[src/rtl/i2c_pkg.sv]
//------------------------------------------------------------------------------
// i2c_pkg
// Shared types and constants for the I2C register sequencer.
//   state_e         : transaction state of the sequencer
//   ACK / NACK      : values driven on the ack output
//   GCALL_RESET_CMD : general-call data byte that clears the register pointer
//   IDLE_TX_BYTE    : byte returned for reads that are not addressed to us
//------------------------------------------------------------------------------
`timescale 1ns/1ps
package i2c_pkg;

    typedef enum logic [2:0] {
        IDLE,
        ADDR,
        PTR,
        WR,
        RD,
        IGNORE,
        GCALL
    } state_e;

    localparam logic       ACK             = 1'b1;
    localparam logic       NACK            = 1'b0;
    localparam logic [7:0] GCALL_RESET_CMD = 8'h06;
    localparam logic [7:0] IDLE_TX_BYTE    = 8'hFF;

endpackage

[src/rtl/i2c_rf_arbiter.sv]
//------------------------------------------------------------------------------
// i2c_rf_arbiter
// Fixed-priority arbiter in front of the register file. The I2C side wins any
// cycle in which it strobes rf_we/rf_re; otherwise a pending local request is
// granted in the same cycle and drives the register-file port.
//   clk, rst                     : clock, asynchronous active-high reset
//   i2c_we_i/re_i/addr_i/wdata_i : registered access from the sequencer
//   loc_req_i/we_i/addr_i/wdata_i: local requester (held until granted)
//   rf_rdata_i                   : register-file read data (1 cycle after rf_re)
//   rf_addr_o/we_o/re_o/wdata_o  : register-file port
//   loc_gnt_o                    : one-cycle grant pulse
//   loc_rvalid_o / loc_rdata_o   : local read return, 1 cycle after the grant
//------------------------------------------------------------------------------
`timescale 1ns/1ps
module i2c_rf_arbiter #(
    parameter int PW = 4
) (
    input  logic          clk,
    input  logic          rst,
    input  logic          i2c_we_i,
    input  logic          i2c_re_i,
    input  logic [PW-1:0] i2c_addr_i,
    input  logic [7:0]    i2c_wdata_i,
    input  logic          loc_req_i,
    input  logic          loc_we_i,
    input  logic [PW-1:0] loc_addr_i,
    input  logic [7:0]    loc_wdata_i,
    input  logic [7:0]    rf_rdata_i,
    output logic [PW-1:0] rf_addr_o,
    output logic          rf_we_o,
    output logic          rf_re_o,
    output logic [7:0]    rf_wdata_o,
    output logic          loc_gnt_o,
    output logic          loc_rvalid_o,
    output logic [7:0]    loc_rdata_o
);

    logic i2c_busy;
    logic loc_rvalid_q;

    assign i2c_busy   = i2c_we_i | i2c_re_i;
    assign loc_gnt_o  = loc_req_i & ~i2c_busy;

    assign rf_we_o    = i2c_we_i | (loc_gnt_o & loc_we_i);
    assign rf_re_o    = i2c_re_i | (loc_gnt_o & ~loc_we_i);
    // When idle the port rests on the sequencer's registered address/data.
    assign rf_addr_o  = loc_gnt_o ? loc_addr_i  : i2c_addr_i;
    assign rf_wdata_o = loc_gnt_o ? loc_wdata_i : i2c_wdata_i;

    always_ff @(posedge clk or posedge rst) begin
        if (rst) begin
            loc_rvalid_q <= 1'b0;
        end else begin
            loc_rvalid_q <= loc_gnt_o & ~loc_we_i;
        end
    end

    // The register file's registered read lands exactly in the rvalid cycle.
    assign loc_rvalid_o = loc_rvalid_q;
    assign loc_rdata_o  = loc_rvalid_q ? rf_rdata_i : 8'h00;

endmodule

[src/rtl/i2c_reg_sequencer.sv]
//------------------------------------------------------------------------------
// i2c_reg_sequencer
// Transaction controller between the I2C slave byte engine and the register
// file: decodes the address and pointer bytes, sequences writes/reads with
// pointer auto-increment, drives per-byte ACK/NACK and shares the register
// file with a local requester through i2c_rf_arbiter.
//   bus_start/bus_stop/rx_valid/rx_data : byte-engine events
//   ack_valid/ack                       : per-byte response, 1 cycle after rx_valid
//   tx_req -> tx_valid/tx_data          : read byte, 2 cycles after tx_req
//   rf_*                                : register-file port
//   loc_*                               : local requester
// Optional feature macro: I2C_GENERAL_CALL_EN (general-call address 8'h00,
// data byte 8'h06 clears the pointer).
//------------------------------------------------------------------------------
`timescale 1ns/1ps
module i2c_reg_sequencer
    import i2c_pkg::*;
#(
    parameter int          NUM_REGS = 16,
    parameter logic [6:0]  DEV_ADDR = 7'h2A,
    localparam int         PW       = $clog2(NUM_REGS)
) (
    input  logic          clk,
    input  logic          rst,
    input  logic          bus_start,
    input  logic          bus_stop,
    input  logic          rx_valid,
    input  logic [7:0]    rx_data,
    output logic          ack_valid,
    output logic          ack,
    input  logic          tx_req,
    output logic          tx_valid,
    output logic [7:0]    tx_data,
    output logic [PW-1:0] rf_addr,
    output logic          rf_we,
    output logic          rf_re,
    output logic [7:0]    rf_wdata,
    input  logic [7:0]    rf_rdata,
    input  logic          loc_req,
    input  logic          loc_we,
    input  logic [PW-1:0] loc_addr,
    input  logic [7:0]    loc_wdata,
    output logic          loc_gnt,
    output logic          loc_rvalid,
    output logic [7:0]    loc_rdata
);

    localparam logic [8:0]    NUM_REGS_W = 9'(NUM_REGS);
    localparam logic [PW-1:0] LAST_PTR   = PW'(NUM_REGS - 1);

    function automatic logic [PW-1:0] ptr_next(input logic [PW-1:0] p);
        return (p == LAST_PTR) ? '0 : p + 1'b1;
    endfunction

    state_e        state_q;
    logic [PW-1:0] ptr_q;
    logic [PW-1:0] i2c_addr_q;
    logic [7:0]    i2c_wdata_q;
    logic          i2c_we_q;
    logic          i2c_re_q;
    logic          ack_valid_q;
    logic          ack_q;
    logic          rd_s1_q;      // real register read in flight
    logic          ff_s1_q;      // unaddressed read in flight (answers 8'hFF)
    logic          tx_valid_q;
    logic          tx_src_rf_q;
    logic [7:0]    tx_hold_q;

    always_ff @(posedge clk or posedge rst) begin
        if (rst) begin
            state_q     <= IDLE;
            ptr_q       <= '0;
            i2c_addr_q  <= '0;
            i2c_wdata_q <= 8'h00;
            i2c_we_q    <= 1'b0;
            i2c_re_q    <= 1'b0;
            ack_valid_q <= 1'b0;
            ack_q       <= 1'b0;
            rd_s1_q     <= 1'b0;
            ff_s1_q     <= 1'b0;
            tx_valid_q  <= 1'b0;
            tx_src_rf_q <= 1'b0;
            tx_hold_q   <= 8'h00;
        end else begin
            ack_valid_q <= 1'b0;
            i2c_we_q    <= 1'b0;
            i2c_re_q    <= 1'b0;
            rd_s1_q     <= 1'b0;
            ff_s1_q     <= 1'b0;

            // Second read stage: data arrives from the register file now.
            tx_valid_q  <= rd_s1_q | ff_s1_q;
            tx_src_rf_q <= rd_s1_q;
            if (tx_valid_q) begin
                tx_hold_q <= tx_data;
            end
            if (rd_s1_q) begin
                ptr_q <= ptr_next(ptr_q);
            end

            if (rx_valid) begin
                ack_valid_q <= 1'b1;
                ack_q       <= NACK;
                case (state_q)
                    ADDR: begin
                        if (rx_data[7:1] == DEV_ADDR) begin
                            ack_q   <= ACK;
                            state_q <= rx_data[0] ? RD : PTR;
`ifdef I2C_GENERAL_CALL_EN
                        end else if (rx_data == 8'h00) begin
                            ack_q   <= ACK;
                            state_q <= GCALL;
`endif
                        end else begin
                            state_q <= IGNORE;
                        end
                    end
                    PTR: begin
                        if ({1'b0, rx_data} < NUM_REGS_W) begin
                            ptr_q   <= rx_data[PW-1:0];
                            ack_q   <= ACK;
                            state_q <= WR;
                        end else begin
                            state_q <= IGNORE;
                        end
                    end
                    WR: begin
                        i2c_we_q    <= 1'b1;
                        i2c_addr_q  <= ptr_q;
                        i2c_wdata_q <= rx_data;
                        ack_q       <= ACK;
                        ptr_q       <= ptr_next(ptr_q);
                    end
`ifdef I2C_GENERAL_CALL_EN
                    GCALL: begin
                        ack_q <= ACK;
                        if (rx_data == GCALL_RESET_CMD) begin
                            ptr_q <= '0;
                        end
                    end
`endif
                    default: ;  // IDLE, RD, IGNORE: NACK
                endcase
            end

            if (tx_req) begin
                if (state_q == RD) begin
                    i2c_re_q   <= 1'b1;
                    i2c_addr_q <= ptr_q;
                    rd_s1_q    <= 1'b1;
                end else begin
                    ff_s1_q    <= 1'b1;
                end
            end

            // Bus conditions override any byte-driven transition.
            if (bus_stop) begin
                state_q <= IDLE;
            end else if (bus_start) begin
                state_q <= ADDR;
            end
        end
    end

    assign ack_valid = ack_valid_q;
    assign ack       = ack_q;
    assign tx_valid  = tx_valid_q;
    assign tx_data   = tx_valid_q ? (tx_src_rf_q ? rf_rdata : IDLE_TX_BYTE) : tx_hold_q;

    i2c_rf_arbiter #(
        .PW (PW)
    ) u_arb (
        .clk          (clk),
        .rst          (rst),
        .i2c_we_i     (i2c_we_q),
        .i2c_re_i     (i2c_re_q),
        .i2c_addr_i   (i2c_addr_q),
        .i2c_wdata_i  (i2c_wdata_q),
        .loc_req_i    (loc_req),
        .loc_we_i     (loc_we),
        .loc_addr_i   (loc_addr),
        .loc_wdata_i  (loc_wdata),
        .rf_rdata_i   (rf_rdata),
        .rf_addr_o    (rf_addr),
        .rf_we_o      (rf_we),
        .rf_re_o      (rf_re),
        .rf_wdata_o   (rf_wdata),
        .loc_gnt_o    (loc_gnt),
        .loc_rvalid_o (loc_rvalid),
        .loc_rdata_o  (loc_rdata)
    );

endmodule

[config.mk]
export PLATFORM = sky130hd
export DESIGN_NAME = i2c_reg_sequencer
export DESIGN_NICKNAME = d
export VERILOG_FILES = /design/src/rtl/i2c_pkg.sv /design/src/rtl/i2c_rf_arbiter.sv /design/src/rtl/i2c_reg_sequencer.sv
export SDC_FILE = /design/constraint.sdc
export NUM_CORES = 1
export LEC_CHECK = 0
export ABC_CLOCK_PERIOD_IN_PS = 2300
export BUFFER_PORTS_ARGS = -buffer_cell sky130_fd_sc_hd__buf_2
export CAP_MARGIN = 40
export CORE_UTILIZATION = 30
export CTS_CLUSTER_DIAMETER = 200
export DETAILED_ROUTE_END_ITERATION = 8
export GPL_TIMING_DRIVEN = 0
export PLACE_DENSITY = 0.64
export SYNTH_ARGS = -nofsm -noshare
export SYNTH_HDL_FRONTEND = slang
export SYNTH_HIERARCHICAL = 1
export SYNTH_SLANG_ARGS = --single-unit
[constraint.sdc]
create_clock -name clk -period 2.3 [get_ports clk]
set_clock_uncertainty 0.05 [all_clocks]
set_input_delay 0.46 -clock clk [delete_from_list [all_inputs] [get_ports clk]]
set_output_delay 0.46 -clock clk [all_outputs]
set_load 0.01 [all_outputs]
==> metrics.txt, run 1 <==
critical path data arrival time=1.65 ns; internal power=1160 uW; Avg Inst Size Synth=10.3 sq um; Gate power share=22.6%; Detail Placement HPWL=3150 um; drt initial violations=67; Site Rows=28; Top FF cell, synth=dfrtp_1; largest net degree at the start of global routing=14; H-tree Lvls=2; Clk pwr share=30.4%; Worst-Skew Late Latency=0.28 ns; Power Dens Cells=665 nW/um^2; Initial Util=31.0%; area delta synth->final=32.7%; Warnings, synthesis=6; Period Utilization, post-route=94.1%; die area=6430 sq um; Slew Limit Fails=0; syn nets=215; Worst-Margin Slew=0.537 ns; I/O Pins=71; Hold Violations, Final=0; RSZ-0062 raised after global routing=false; initial antenna violation count=0; Fmax achieved=462 MHz; total number of vias=1627; Min Hold Slack=0.300 ns; final setup margin=0.137 ns; nets=295; leakage dissipation=0.00118 uW; switching pwr=461 uW; FFs w/ async S/R, synth=100%; first-pass iteration count of the detailed router=4; Cells after Synth=178; Seq/Total Area, Yosys=47.7%; synth unique cells=46; CTS sink cnt=35; Total GRT Usage=13.6%; clock-pin slew on the worst setup and hold paths=0.07 ns; Routed WL per cell=12.3 um; Worst VDD drop=0.381 mV; Req. time, crit path=1.79 ns; setup slack at placement=0.251 ns; Slew HR=63.7%; Routed WL=4100 um; Setup Viol. Count Final=0; worst-case clock buffer depth=2; Period minus WS final=2.16 ns; first-pass GRT wire length=6760 um; worst hold path class=input port to flip-flop; vias in the first global route=1471; Reg power frac=47.0%; Residual DRC=0; Fin Setup TNS=0 ns; layout cell share with drive strength beyond 1=43.2%; CTS tree=built; Die Width=80.2 um; antenna cells=0; CTS buffer count=5; Avg Vias per Cell=4.87; port bufs=70; Crit. End Element=output port; post-synthesis sequential element count=35; critical path start-end classification=flip-flop to output port; outcome=finished clean; Mapped Area=1830 sq um; number of flops mapped to enable cells by yosys=0; gpl congestion=0.845; Die Span Y=80.2 um; gr ovfl total=0; sw frac=28.5%; CTS root buf=clkbuf_8; CP Launch Type=flip-flop; Final ANT Viol Nets=0; Core Region=5920 sq um; # Max-Cap Violations=0; Crit Path Max Fanout=11
## layout make-up
cell class / instances / area, sq um
fillers: 603 / 3490
multi-input cells: 126 / 882
flip-flops and latches: 35 / 877
repair buffers: 75 / 408
clock buffers: 7 / 96.3
well taps: 75 / 93.8
plain buffers: 7 / 38.8
inverters: 8 / 30.0
clock inverters: 1 / 7.51
## final timing paths
| check | from | end | slack [ns] | cells past startpoint |
|---|---|---|---|---|
| hold / removal | rx_valid | ack_valid | 0.30 | 1 |
| max in group asynchronous | rst | rd_s1_q | 0.91 | 5 |
| setup reg to reg | state_q[1] | i2c_addr_q[0] | 0.41 | 7 |
| setup / recovery | rd_s1_q | rf_wdata[4] | 0.14 | 4 |
| min in group asynchronous | rst | u_arb/loc_rvalid_o | 0.52 | 3 |
| hold reg to reg | ff_s1_q | tx_valid | 0.38 | 1 |
## power groups by stage
| stage | logic, uW | clock network (uW) | registers, uW |
|---|---|---|---|
| after detailed placement | 366 | 0 | 770 |
| after floorplan | 244 | 0 | 751 |
| after global placement | 355 | 0 | 769 |
| after global routing | 407 | 532 | 773 |
| after CTS | 367 | 503 | 761 |
| final | 366 | 493 | 760 |
## synthesized netlist by cell type (2+ instances only)
cell type  count  share of area, %
a311oi_1       2              0.96
dfrtp_1       35                48
nand2_1       28               5.7
a31oi_1        5               1.7
inv_1          8               1.6
mux2_2        16               9.8
xor2_1         3               1.4
o22a_1        14               6.7
nor3_1         2              0.55
and2_1         9               3.1
nor2_1         8               1.6
buf_2          4               1.1
and3_1         2              0.68
o2111ai_1      2              0.96
nand3_1        3              0.82
a31o_2         2              0.96
and3b_1        2              0.96
o21ai_0        2              0.55
clkbuf_1       4              0.82
## cell families (layout without fill, tap and decap cells)
kind of cell	after synthesis	in the layout	synth area share, %
AOI/OAI and AO/OA	37	37	16.4
adders and majority gates	1	1	0.682
muxes	16	16	9.82
DFF	35	35	47.7
xor gates and xnor gates	3	3	1.43
and+or+nand+nor	69	69	19.8
buffers and inverters	17	98	4.16
## worst max-delay path: stages (launching register included)
cell and delay, ns:
dfrtp_2 0.50, nor3b_4 0.23, buf_6 0.18, mux2_2 0.33
buf_2 0.14
## flip-flops by register name (all words and copies together), names as in the netlist
register	flops
ack	1
ack_valid	1
ff_s1_q	1
i2c_addr_q	4
i2c_wdata_q	8
i2c_we_q	1
ptr_q	4
rd_s1_q	1
state_q	3
tx_hold_q	8
tx_src_rf_q	1
tx_valid	1
u_arb/loc_rvalid_o	1
## routing by layer
| layer | wire [um] | GRT usage [%] |
|---|---|---|
| met3 | 288 | 3.41 |
| met5 | 0 | 0 |
| met2 | 1750 | 21.8 |
| met1 | 2030 | 18.1 |
| met4 | 29 | 4.29 |
## cells in the final DEF (no fill, tap or decap), types with 3 or more instances in the layout
cell type,Yosys,layout
a31oi_1,5,5
and2_1,9,9
buf_2,4,74
clkbuf_8,0,7
dfrtp_1,35,34
inv_1,8,8
mux2_2,16,16
nand2_1,28,28
nand3_1,3,3
nor2_1,8,8
o22a_1,14,14
xor2_1,3,3
## repair_timing
item	CTS	global route
resized for setup	0	1
setup buffers	1	0
hold buffers	1	0
pin swaps	1	0
setup endpoints to repair	16	16
endpoints found under the hold margin	1	0
## metrics by stage
| stage | instance area [sq um] | cells | total power (uW) | util, % |
|---|---|---|---|---|
| 3_3_place_gp | 2280 | 323 | 1120 | 38.5 |
| 4_1_cts | 2440 | 335 | 1630 | 41.1 |
| 6_report | 2430 | 334 | 1620 | 41.1 |
| 5_1_grt | 2430 | 334 | 1710 | 41.1 |
| 2_1_floorplan | 1830 | 178 | 995 | - |
| 3_5_place_dp | 2320 | 326 | 1140 | 39.2 |
Note: power is estimated with default switching activity, not from simulation.
==> run 2: changes to the inputs <==
PLACE_DENSITY = not set   (was 0.64)
PLACE_DENSITY_LB_ADDON = 0.08   (was not set)
==> run 2 against run 1 <==
Effect of this change:
- utilization decreased by 0.11 points
- clock-buffer cell count unchanged
- sequential share of layout area increased by 0.093 points
- design area decreased by 0.26%
- largest power group unchanged
- highest routed layer unchanged
==> metrics.txt, run 2 (synthesis gave the netlist of run 1 again) <==
outcome=finished clean; Crit. End Element=output port; I/O Pins=71; Site Rows=28; nets=296; clock-pin slew on the worst setup and hold paths=0.07 ns; Reg2Reg Depth=7; highest-count cells in the layout ignoring fill and taps=74 x buf_2, 34 x dfrtp_1, 28 x nand2_1; Period minus WS final=2.20 ns; Avg Vias per Cell=4.73; worst hold path class=input port to flip-flop; WP depth=4; Period Utilization, post-route=95.7%; Crit Path Max Fanout=11; layout cell share with drive strength beyond 1=42.3%; Total GRT Usage=14.3%; Setup Viol. Count Final=0; # Max-Cap Violations=0; RSZ-0062 raised after global routing=false; drt initial violations=33; Slew Limit Fails=0; critical path data arrival time=1.69 ns; CP Launch Type=flip-flop; total number of vias=1584; Core Region=5920 sq um; Detail Placement HPWL=3150 um; Die Width=80.2 um; Fmax achieved=454 MHz; area delta synth->final=32.3%; Final ANT Viol Nets=0; most common cell after layout, fill and taps aside=buf_2; Clk pwr share=27.6%; largest net degree at the start of global routing=21; port bufs=70; total power=1560 uW; Fin Setup TNS=0 ns; Worst-Skew Late Latency=0.29 ns; Die Span Y=80.2 um; Initial Util=31.0%; Routed WL=4220 um; gpl congestion=0.797; initial antenna violation count=0; CTS root buf=clkbuf_8; switching pwr=456 uW; internal power=1100 uW; CP peak stage delay=0.50 ns; H-tree Lvls=2; sw frac=29.3%; worst-case clock buffer depth=2; CTS sink cnt=35; Hold Violations, Final=0; CTS buffer count=5; CTS tree=built; die area=6430 sq um; first-pass iteration count of the detailed router=4; Slew HR=59.4%; gr ovfl total=0; critical path start-end classification=flip-flop to output port; Routed WL per cell=12.6 um; Req. time, crit path=1.79 ns; Reg power frac=48.9%; vias in the first global route=1490; Crit path buffers/inverters=2; Worst-Margin Slew=0.600 ns; Worst VDD drop=0.196 mV; first-pass GRT wire length=7000 um; Largest regs=i2c_wdata_q (8), tx_hold_q (8); Gate power share=23.5%; Worst Hold Depth=2; delay-heaviest family, CP=flip-flops; leakage dissipation=0.00118 uW; CP max stage cell=dfrtp_2; Residual DRC=0; antenna cells=0; worst path cell trace=nor3b_4 > buf_6 > mux2_2 > buf_2; Power Dens Cells=641 nW/um^2
## run 2: changes by cell type in the layout (fill, tap and decap cells not counted), sizes merged
| cell | change |
|---|---|
| clkinvlp | -1 |
| clkinv | +1 |
| clkbuf | +1 |
## run 2: layer usage
layer | vias to the layer above | share of wire, % | GRT usage, %
li1 | 798 | - | -
met1 | 728 | 47 | 17.8
met2 | 53 | 46 | 23.1
met3 | 5 | 5.5 | 4.32
met4 | 0 | 1.1 | 5.89
met5 | - | 0 | 0
## run 2: area by class of cell
cell class	instances	area [sq um]
multi-input cells	126	882
clock inverters	1	5.00
inverters	8	30.0
well taps	75	93.8
plain buffers	8	42.5
repair buffers	75	420
flip-flops and latches	35	877
fillers	620	3490
clock buffers	7	76.3
## run 2: what timing repair did
item / 4_1_cts / 5_1_grt
hold endpoints to repair: 1 / 0
hold buffers: 1 / 0
gates resized for setup: 1 / 0
setup endpoints to repair: 16 / 0
setup buffers: 1 / 0
## run 2: power by group through the flow
stage / clock network, uW / registers, uW / logic, uW
after CTS: 454 / 763 / 370
after global placement: 0 / 772 / 357
final: 429 / 761 / 366
after global routing: 476 / 777 / 409
after detailed placement: 0 / 769 / 369
after floorplan: 0 / 751 / 244
## run 2: path summary, 6_finish.rpt
| check | from | end | slack [ns] |
|---|---|---|---|
| worst max-delay path | rd_s1_q | rf_wdata[4] | 0.1 |
| worst min-delay path | bus_stop | state_q[0] | 0.28 |
| worst max register to register | state_q[1] | i2c_addr_q[1] | 0.42 |
| worst min register to register | ff_s1_q | tx_valid | 0.40 |
| max in group asynchronous | rst | i2c_wdata_q[5] | 1.08 |
| min in group asynchronous | rst | u_arb/loc_rvalid_o | 0.51 |
## run 2: stage by stage
step / util (%) / std cells / cell area, sq um / hold slack, ns / setup WS (ns)
after floorplan: - / 178 / 1830 / 0.139 / 0.490
after global placement: 38.5 / 323 / 2280 / 0.256 / 0.0946
final: 41.0 / 335 / 2430 / 0.283 / 0.0992
after CTS: 41.0 / 335 / 2430 / 0.274 / 0.0835
after global routing: 41.0 / 335 / 2430 / 0.280 / 0.0128
after detailed placement: 39.4 / 326 / 2330 / 0.256 / 0.223
